==> src/rtl/mem_port_arbiter.sv <==
// Arbiter sharing one memory port between instruction fetch and load/store, one transaction at a time.
// Optional fetch starvation guard enabled by defining ARB_STARVE_GUARD_EN.
module mem_port_arbiter #(
  parameter int ADDR_W       = 32,
  parameter int DATA_W       = 32,
  parameter int STARVE_LIMIT = 4
) (
  input  logic                  clk,
  input  logic                  reset,
  input  logic                  iReqF,
  input  logic [ADDR_W-1:0]     iAddrF,
  output logic [DATA_W-1:0]     iDataF,
  output logic                  iValidF,
  input  logic                  flushF,
  input  logic                  dReqM,
  input  logic                  dWeM,
  input  logic [ADDR_W-1:0]     dAddrM,
  input  logic [DATA_W-1:0]     dWdataM,
  input  logic [DATA_W/8-1:0]   dBeM,
  output logic [DATA_W-1:0]     dRdataM,
  output logic                  dValidM,
  output logic                  memReq,
  output logic                  memWe,
  output logic [ADDR_W-1:0]     memAddr,
  output logic [DATA_W-1:0]     memWdata,
  output logic [DATA_W/8-1:0]   memBe,
  input  logic                  memGnt,
  input  logic                  memRvalid,
  input  logic [DATA_W-1:0]     memRdata,
  output logic                  stallReq
);

  localparam int BE_W = DATA_W / 8;

  typedef enum logic [2:0] {IDLE, REQ_D, REQ_I, WAIT_D, WAIT_I} state_e;

  state_e              state_q;
  logic                drop_q;
  logic                we_q;
  logic [ADDR_W-1:0]   addr_q;
  logic [DATA_W-1:0]   wdata_q;
  logic [BE_W-1:0]     be_q;
  logic                take_d;
  logic                take_i;

`ifdef ARB_STARVE_GUARD_EN
  localparam int CNT_W = $clog2(STARVE_LIMIT + 1);
  logic [CNT_W-1:0] starve_q;
  logic             force_i;

  // Once fetch has lost STARVE_LIMIT contested arbitrations it wins the next one.
  assign force_i = (starve_q >= CNT_W'(STARVE_LIMIT));
  assign take_d  = dReqM & ~(force_i & iReqF & ~flushF);

  always_ff @(posedge clk) begin
    if (reset) begin
      starve_q <= '0;
    end else if (state_q == IDLE) begin
      if (take_i) begin
        starve_q <= '0;
      end else if (take_d && iReqF && !flushF && !force_i) begin
        starve_q <= starve_q + 1'b1;
      end
    end
  end
`else
  localparam int starve_limit_unused = STARVE_LIMIT;
  assign take_d = dReqM;
`endif

  assign take_i = iReqF & ~flushF & ~take_d;

  always_ff @(posedge clk) begin
    if (reset) begin
      state_q <= IDLE;
      drop_q  <= 1'b0;
      we_q    <= 1'b0;
      addr_q  <= '0;
      wdata_q <= '0;
      be_q    <= '0;
    end else begin
      case (state_q)
        IDLE: begin
          drop_q <= 1'b0;
          if (take_d) begin
            we_q    <= dWeM;
            addr_q  <= dAddrM;
            wdata_q <= dWdataM;
            be_q    <= dBeM;
            state_q <= REQ_D;
          end else if (take_i) begin
            we_q    <= 1'b0;
            addr_q  <= iAddrF;
            wdata_q <= '0;
            be_q    <= '1;
            state_q <= REQ_I;
          end
        end
        REQ_D: begin
          if (memGnt) state_q <= WAIT_D;
        end
        REQ_I: begin
          if (flushF) drop_q <= 1'b1;
          if (memGnt) state_q <= WAIT_I;
        end
        WAIT_D: begin
          if (memRvalid) state_q <= IDLE;
        end
        WAIT_I: begin
          // A flushed fetch still completes on the bus; only its response is hidden.
          if (memRvalid) begin
            state_q <= IDLE;
            drop_q  <= 1'b0;
          end else if (flushF) begin
            drop_q <= 1'b1;
          end
        end
        default: state_q <= IDLE;
      endcase
    end
  end

  assign memReq   = (state_q == REQ_D) || (state_q == REQ_I);
  assign memWe    = we_q;
  assign memAddr  = addr_q;
  assign memWdata = wdata_q;
  assign memBe    = be_q;

  assign dValidM  = ~reset & memRvalid & (state_q == WAIT_D);
  assign iValidF  = ~reset & memRvalid & (state_q == WAIT_I) & ~drop_q;
  assign dRdataM  = memRdata;
  assign iDataF   = memRdata;

  assign stallReq = ~reset & ((iReqF & ~iValidF) | (dReqM & ~dValidM));

endmodule

==> config.mk <==
export PLATFORM = sky130hd
export DESIGN_NAME = mem_port_arbiter
export DESIGN_NICKNAME = d
export VERILOG_FILES = /design/src/rtl/mem_port_arbiter.sv
export SDC_FILE = /design/constraint.sdc
export NUM_CORES = 1
export LEC_CHECK = 0
export CORE_MARGIN = 1
export CORE_UTILIZATION = 25
export CTS_CLUSTER_DIAMETER = 40
export DETAILED_ROUTE_END_ITERATION = 16
export SYNTH_ARGS = -nofsm -noshare
export SYNTH_HDL_FRONTEND = slang
export SYNTH_SLANG_ARGS = --single-unit
==> constraint.sdc <==
create_clock -name clk -period 4.3 [get_ports clk]
set_input_delay 1.29 -clock clk [delete_from_list [all_inputs] [get_ports clk]]
set_output_delay 1.29 -clock clk [all_outputs]
set_load 0.1 [all_outputs]
==> results of run 1 <==
[power by group through the flow]
stage                     logic, mW  registers (mW)  clock network (mW)
final                          1.12           0.812               0.861
after global routing           1.17           0.823               0.911
after CTS                      1.13           0.813               0.888
after detailed placement       1.13           0.827                   0
after global placement         1.12           0.824                   0
after floorplan               0.560            1.37                   0
[worst max path at each step]
| stage | cells after the start | slack [ns] | to | start |
|---|---|---|---|---|
| after global routing | 6 | 0.22 | stallReq | memRvalid |
| after floorplan | 3 | 0.07 | stallReq | memRvalid |
| final | 6 | 0.29 | stallReq | memRvalid |
| after CTS | 6 | 0.29 | stallReq | memRvalid |
| after global placement | 6 | 0.36 | stallReq | memRvalid |
| after detailed placement | 6 | 0.29 | stallReq | memRvalid |
[registers in the layout (all words and copies together), names as in the netlist]
| register | cells |
|---|---|
| drop_q | 1 |
| memAddr | 32 |
| memBe | 4 |
| memWdata | 32 |
| memWe | 1 |
| state_q | 3 |
[final cells by class]
class,instances,share of cell area [%]
Timing Repair Buffer,185,35.4
Sequential cell,73,27.8
Clock inverter,6,2.00
Multi-Input combinational cell,203,25.9
Tap cell,176,4.19
Clock buffer,10,4.55
Inverter,2,0.143
[logic make-up (layout without fill, tap and decap cells)]
| group | Yosys count | after routing | share of synthesized area [%] |
|---|---|---|---|
| XOR/XNOR | 1 | 1 | 0.253 |
| flip-flops | 73 | 73 | 42.2 |
| multiplexers | 33 | 33 | 9.54 |
| AO/OA/AOI/OAI | 80 | 80 | 17.8 |
| buffers and inverters | 94 | 203 | 19.1 |
| AND/OR/NAND/NOR | 89 | 89 | 11.1 |
[metal layers]
metal  vias to the layer above  GRT usage [%]
li1                       1442              -
met1                      1291           14.3
met2                       160           22.0
met3                        34           6.94
met4                         0           7.97
met5                         -              0
[metrics by stage]
step | cell area (µm²) | power, mW | instances | utilization, % | setup WS [ns]
floorplan | 3480 | 1.93 | 370 | - | 0.0660
global placement | 4910 | 1.94 | 639 | 36.6 | 0.364
detailed placement | 4910 | 1.95 | 639 | 36.6 | 0.292
CTS | 5250 | 2.83 | 655 | 39.2 | 0.290
global route | 5250 | 2.91 | 655 | 39.2 | 0.220
finish | 5250 | 2.79 | 655 | 39.2 | 0.292
[worst max-delay path: stages]
cell	delay [ns]
clkdlybuf4s50_1	0.55
nand2b_1	0.12
nor4_4	0.31
o22a_1	0.20
nor2_2	0.05
buf_12	0.18
[cell usage in the layout (no fill, tap or decap), types with 2 or more instances in the layout]
| cell type | n |
|---|---|
| a211oi_1 | 30 |
| a211oi_2 | 4 |
| a21oi_1 | 2 |
| a22oi_1 | 33 |
| buf_12 | 3 |
| buf_2 | 2 |
| buf_4 | 6 |
| bufinv_16 | 3 |
| clkbuf_16 | 9 |
| clkdlybuf4s50_1 | 174 |
| clkinv_2 | 3 |
| dfxtp_1 | 73 |
| inv_1 | 2 |
| mux2i_1 | 33 |
| nand2b_1 | 2 |
| nor2_1 | 73 |
| nor2b_1 | 3 |
| nor3_1 | 2 |
| nor4b_1 | 2 |
| o22ai_1 | 4 |
==> impl_results.md, run 1 <==
* Outcome: completed
* Clock power frac at 30.8%
* Max-Cap Viols at 0
* Synth Instances at 370
* GRT Total Usage at 13.7%
* DIE HEIGHT at 120 µm
* Fillers at 1367
* Cell count of the worst reg-to-reg path at 4
* Setup Skew at 0.00630 ns
* Sw Ratio at 40.7%
* Yosys reg bits at 73
* Area of the multi-input gates at 1360 µm²
* Syn Nets at 510
* Highest routed layer: met4
* DIE AREA at 14300 µm²
* Max Fclk at 249 MHz
* Largest net degree at the start of global routing at 69
* CTS max path bufs at 2
* Critical Path End Type: output port
* NetSw at 1.14 mW
* Nets@finish at 614
* Clock Sinks at 73
* Worst Hold Path EP: memWdata[11]
* Most numerous cell in the Yosys netlist: nor2_1
* Reg clk slew, reported paths at 0.06 ns
* Synth top area cells: dfxtp_1 42%, buf_4 15%, mux2i_1 9.5%
* Starting Density at 25.8%
* First-pass GRT wire length at 14900 µm
* Prevailing post-synth register cell: dfxtp_1
* Yosys warns at 0
* Worst-path maximum fanout at 5
* CTS Root Cell: clkbuf_16
* CTS resizes at 0
* Avg Vias per Cell at 4.47
* H-tree levels at 3
* Drt wl/cell at 15.0 µm
* DRC errors left at 0
* Worst flop-to-flop path startpoint: state_q[0]
* Flop-to-flop setup slack at 2.40 ns
* Combinational share of power at 40.1%
* Post-synth top cells: 74 x nor2_1, 73 x dfxtp_1, 71 x buf_4
* Gpl congestion at 0.762
* Layout Area Growth over Synthesis at 51.7%
* Register area share after synthesis at 42.2%
* Min-Delay Path Class: reg2reg
* TNS Setup at 0 ns
* Met1 wire length at 3840 µm
* Slew at the pin closest to its max-slew limit at 1.07 ns
* Die W at 120 µm
* WP data required at 3.01 ns
* DRT antenna net count at 0
* Final Critical Period at 4.01 ns
* Register Area at 1460 µm²
* Met3 Wirelength at 1160 µm
* Worst-Skew Late Latency at 0.33 ns
* Final slew viol count at 0
* Pwr per Cell Area at 532 nW/µm²
* EDFF count, synth at 0
* Setup CP Type: in2out
* RSZ-0062 raised after global routing: false
* Vias after detailed routing at 2927
* Placeable Area at 13400 µm²
* WHS at 0.494 ns
* Critical Path AT at 2.72 ns
* Number of buffers created by CTS at 9
* Antenna fix cells at 0
* Worst Hold Launch: memWdata[11]
* Final hold viol count at 0
* Cell taking the most area after synthesis: dfxtp_1
* Distinct cells, synth at 30
* Initial DRC count at 108
* Cell Area, Synth at 3460 µm²
* Cts hold-fix bufs at 0
* DPL Wire Length at 7290 µm
* Crit start category: input port
* FF-to-FF End: memAddr[19]
* Max IR drop VDD at 0.202 mV
* Internal at 1.65 mW
* Grt ovf at 0
* Setup bufs post-CTS at 0
* Met2 wire length at 4490 µm
* Hold Path Stages at 2
* Row cnt at 42
* CTS tree: done
* TritonRoute pass-1 iters at 4
* Layout cell share with drive strength beyond 1 at 7.52%
* Max_slew headroom at 28.7%
* Top-area cell type share of the netlist area at 42.2%
* Leak pwr at 2.00 nW
* Count of input and output buffers at 180
* Final setup viols at 0
* Flop pwr share at 29.1%
* Ports at 277
* Vias in the first global route at 2936
* Antenna violations before repair at 0
* Asr flop ratio synth at 0%
* Final Cycle Share at 93.2%
* Syn Area/Cell at 9.36 µm²
* Wirelength, routed at 9800 µm
Power figures use the tool's default switching activity.
==> run 2: changes to the inputs <==
Settings changed: PLACE_DENSITY set to 0.65.
==> run 2 against run 1 <==
Clock-buffer cell count is the same. Via count grew 0.38%. Clock power shrank 9.3%. Worst setup slack gained 0.035 ns.
==> impl_results.md, run 2 (synthesis results as in run 1) <==
* Layout Area Growth over Synthesis at 50.7%
* Avg Vias per Cell at 4.49
* FF-to-FF End: memAddr[21]
* Initial DRC count at 136
* Worst Setup SP: memRvalid
* CTS resizes at 0
* Starting Density at 25.8%
* Setup Skew at 0.00670 ns
* Cell count of the worst reg-to-reg path at 4
* Setup bufs post-CTS at 0
* DRC errors left at 0
* WHS at 0.495 ns
* Drt wl/cell at 14.5 µm
* Leak pwr at 1.98 nW
* Count of input and output buffers at 180
* Met2 wire length at 4340 µm
* Ports at 277
* Final slew viol count at 0
* GRT Total Usage at 13.3%
* Post-route setup slack at 0.327 ns
* Dpl cells at 639
* Worst flop-to-flop path startpoint: state_q[0]
* Pwr per Cell Area at 519 nW/µm²
* First-pass GRT wire length at 14800 µm
* CTS tree: done
* Max_slew headroom at 29.8%
* Placeable Area at 13400 µm²
* Final std cells w/o fill at 655
* TritonRoute pass-1 iters at 4
* Max Fclk at 252 MHz
* Most common cell after layout, fill and taps aside: clkdlybuf4s50_1
* Die W at 120 µm
* Cts hold-fix bufs at 0
* Biggest cell delay along the critical path at 0.54 ns
* Min-Delay Path Class: reg2reg
* RSZ-0062 raised after global routing: false
* DPL Wire Length at 6900 µm
* Pre-CTS setup slack at 0.322 ns
* Vias after detailed routing at 2938
* Slew at the pin closest to its max-slew limit at 1.05 ns
* Row cnt at 42
* Layout cell share with drive strength beyond 1 at 7.31%
* H-tree levels at 3
* Critical Path AT at 2.68 ns
* Clock Sinks at 73
* Wirelength, routed at 9490 µm
* Antenna violations before repair at 0
* Critical path endpoint: stallReq
* CP Cell Sequence: clkdlybuf4s50_1 > nand2b_1 > nor4_4 > o22a_1 > nor2_2 > buf_12
* Final Cycle Share at 92.4%
* Final setup viols at 0
* Vias in the first global route at 2903
* Max IR drop VDD at 0.223 mV
* Highest routed layer: met4
* Grt ovf at 0
* Worst-Skew Late Latency at 0.33 ns
* Critical Path End Type: output port
* Critical path's top delay family: buffers and inverters
* Reg clk slew, reported paths at 0.05 ns
* Gpl congestion at 0.685
* Setup CP Type: in2out
* Number of buffers created by CTS at 9
* CTS max path bufs at 2
* Met1 wire length at 3910 µm
* CTS Root Cell: clkbuf_16
* Flop-to-flop setup slack at 2.36 ns
* CP max-delay cell: clkdlybuf4s50_1
* Outcome: completed
* Final hold viol count at 0
* Most frequent cells in the layout: 174 x clkdlybuf4s50_1, 73 x nor2_1, 73 x dfxtp_1
* Worst-path maximum fanout at 5
* DIE AREA at 14300 µm²
* Total power after layout at 2.71 mW
* Buf/Inv on CP at 2
* Max-Cap Viols at 0
* Antenna fix cells at 0
* DIE HEIGHT at 120 µm
* TNS Setup at 0 ns
* Crit start category: input port
* Largest net degree at the start of global routing at 69
* WP data required at 3.01 ns
* Met3 Wirelength at 876 µm
* Stages on the worst setup path at 6
* DRT antenna net count at 0
* Final Critical Period at 3.97 ns
* Nets@finish at 614
run 2: changes by cell type in the layout (fill, tap and decap cells not counted):
cell	previous run	this run
clkbuf_8	1	0
bufinv_16	3	2
clkbuf_1	0	1
clkinvlp_4	0	1
run 2: metrics by stage:
step | util [%] | cell area (µm²)
after detailed placement | 36.6 | 4910
after floorplan | - | 3480
after CTS | 38.9 | 5220
after global routing | 38.9 | 5220
after global placement | 36.6 | 4910
final | 38.9 | 5220
run 2: layout make-up:
class / instances / area, µm²
repair buffers: 185 / 1860
inverters: 2 / 7.51
clock inverters: 6 / 82.6
multi-input cells: 203 / 1360
clock buffers: 10 / 229
flip-flops and latches: 73 / 1460
fillers: 1359 / 8180
well taps: 176 / 220
run 2: metal layers:
layer | up-vias | global-route usage, %
li1 | 1437 | -
met1 | 1320 | 14.9
met2 | 145 | 21.1
met3 | 36 | 4.90
met4 | 0 | 8.44
met5 | - | 0
run 2: worst min-delay path by stage:
stage                            start      endpoint  slack (ns)  depth (start not counted)
after floorplan                 drop_q        drop_q        0.47                          2
after global placement    memWdata[15]  memWdata[15]        0.48                          2
after detailed placement  memWdata[13]  memWdata[13]        0.48                          2
after CTS                   memAddr[5]    memAddr[5]        0.50                          2
after global routing       memAddr[12]   memAddr[12]        0.51                          2
final                       memAddr[5]    memAddr[5]        0.50                          2
run 2: worst min-delay path: stages (launching register included):
cell and delay [ns]:
dfxtp_1 0.30, nor2_1 0.09, a211oi_1 0.05
run 2: power breakdown:
group,leakage (nW),switching (mW),internal (mW)
clock network,0.152,0.277,0.505
logic,1.22,0.801,0.316
registers,0.602,0.0525,0.759
total,1.98,1.13,1.58
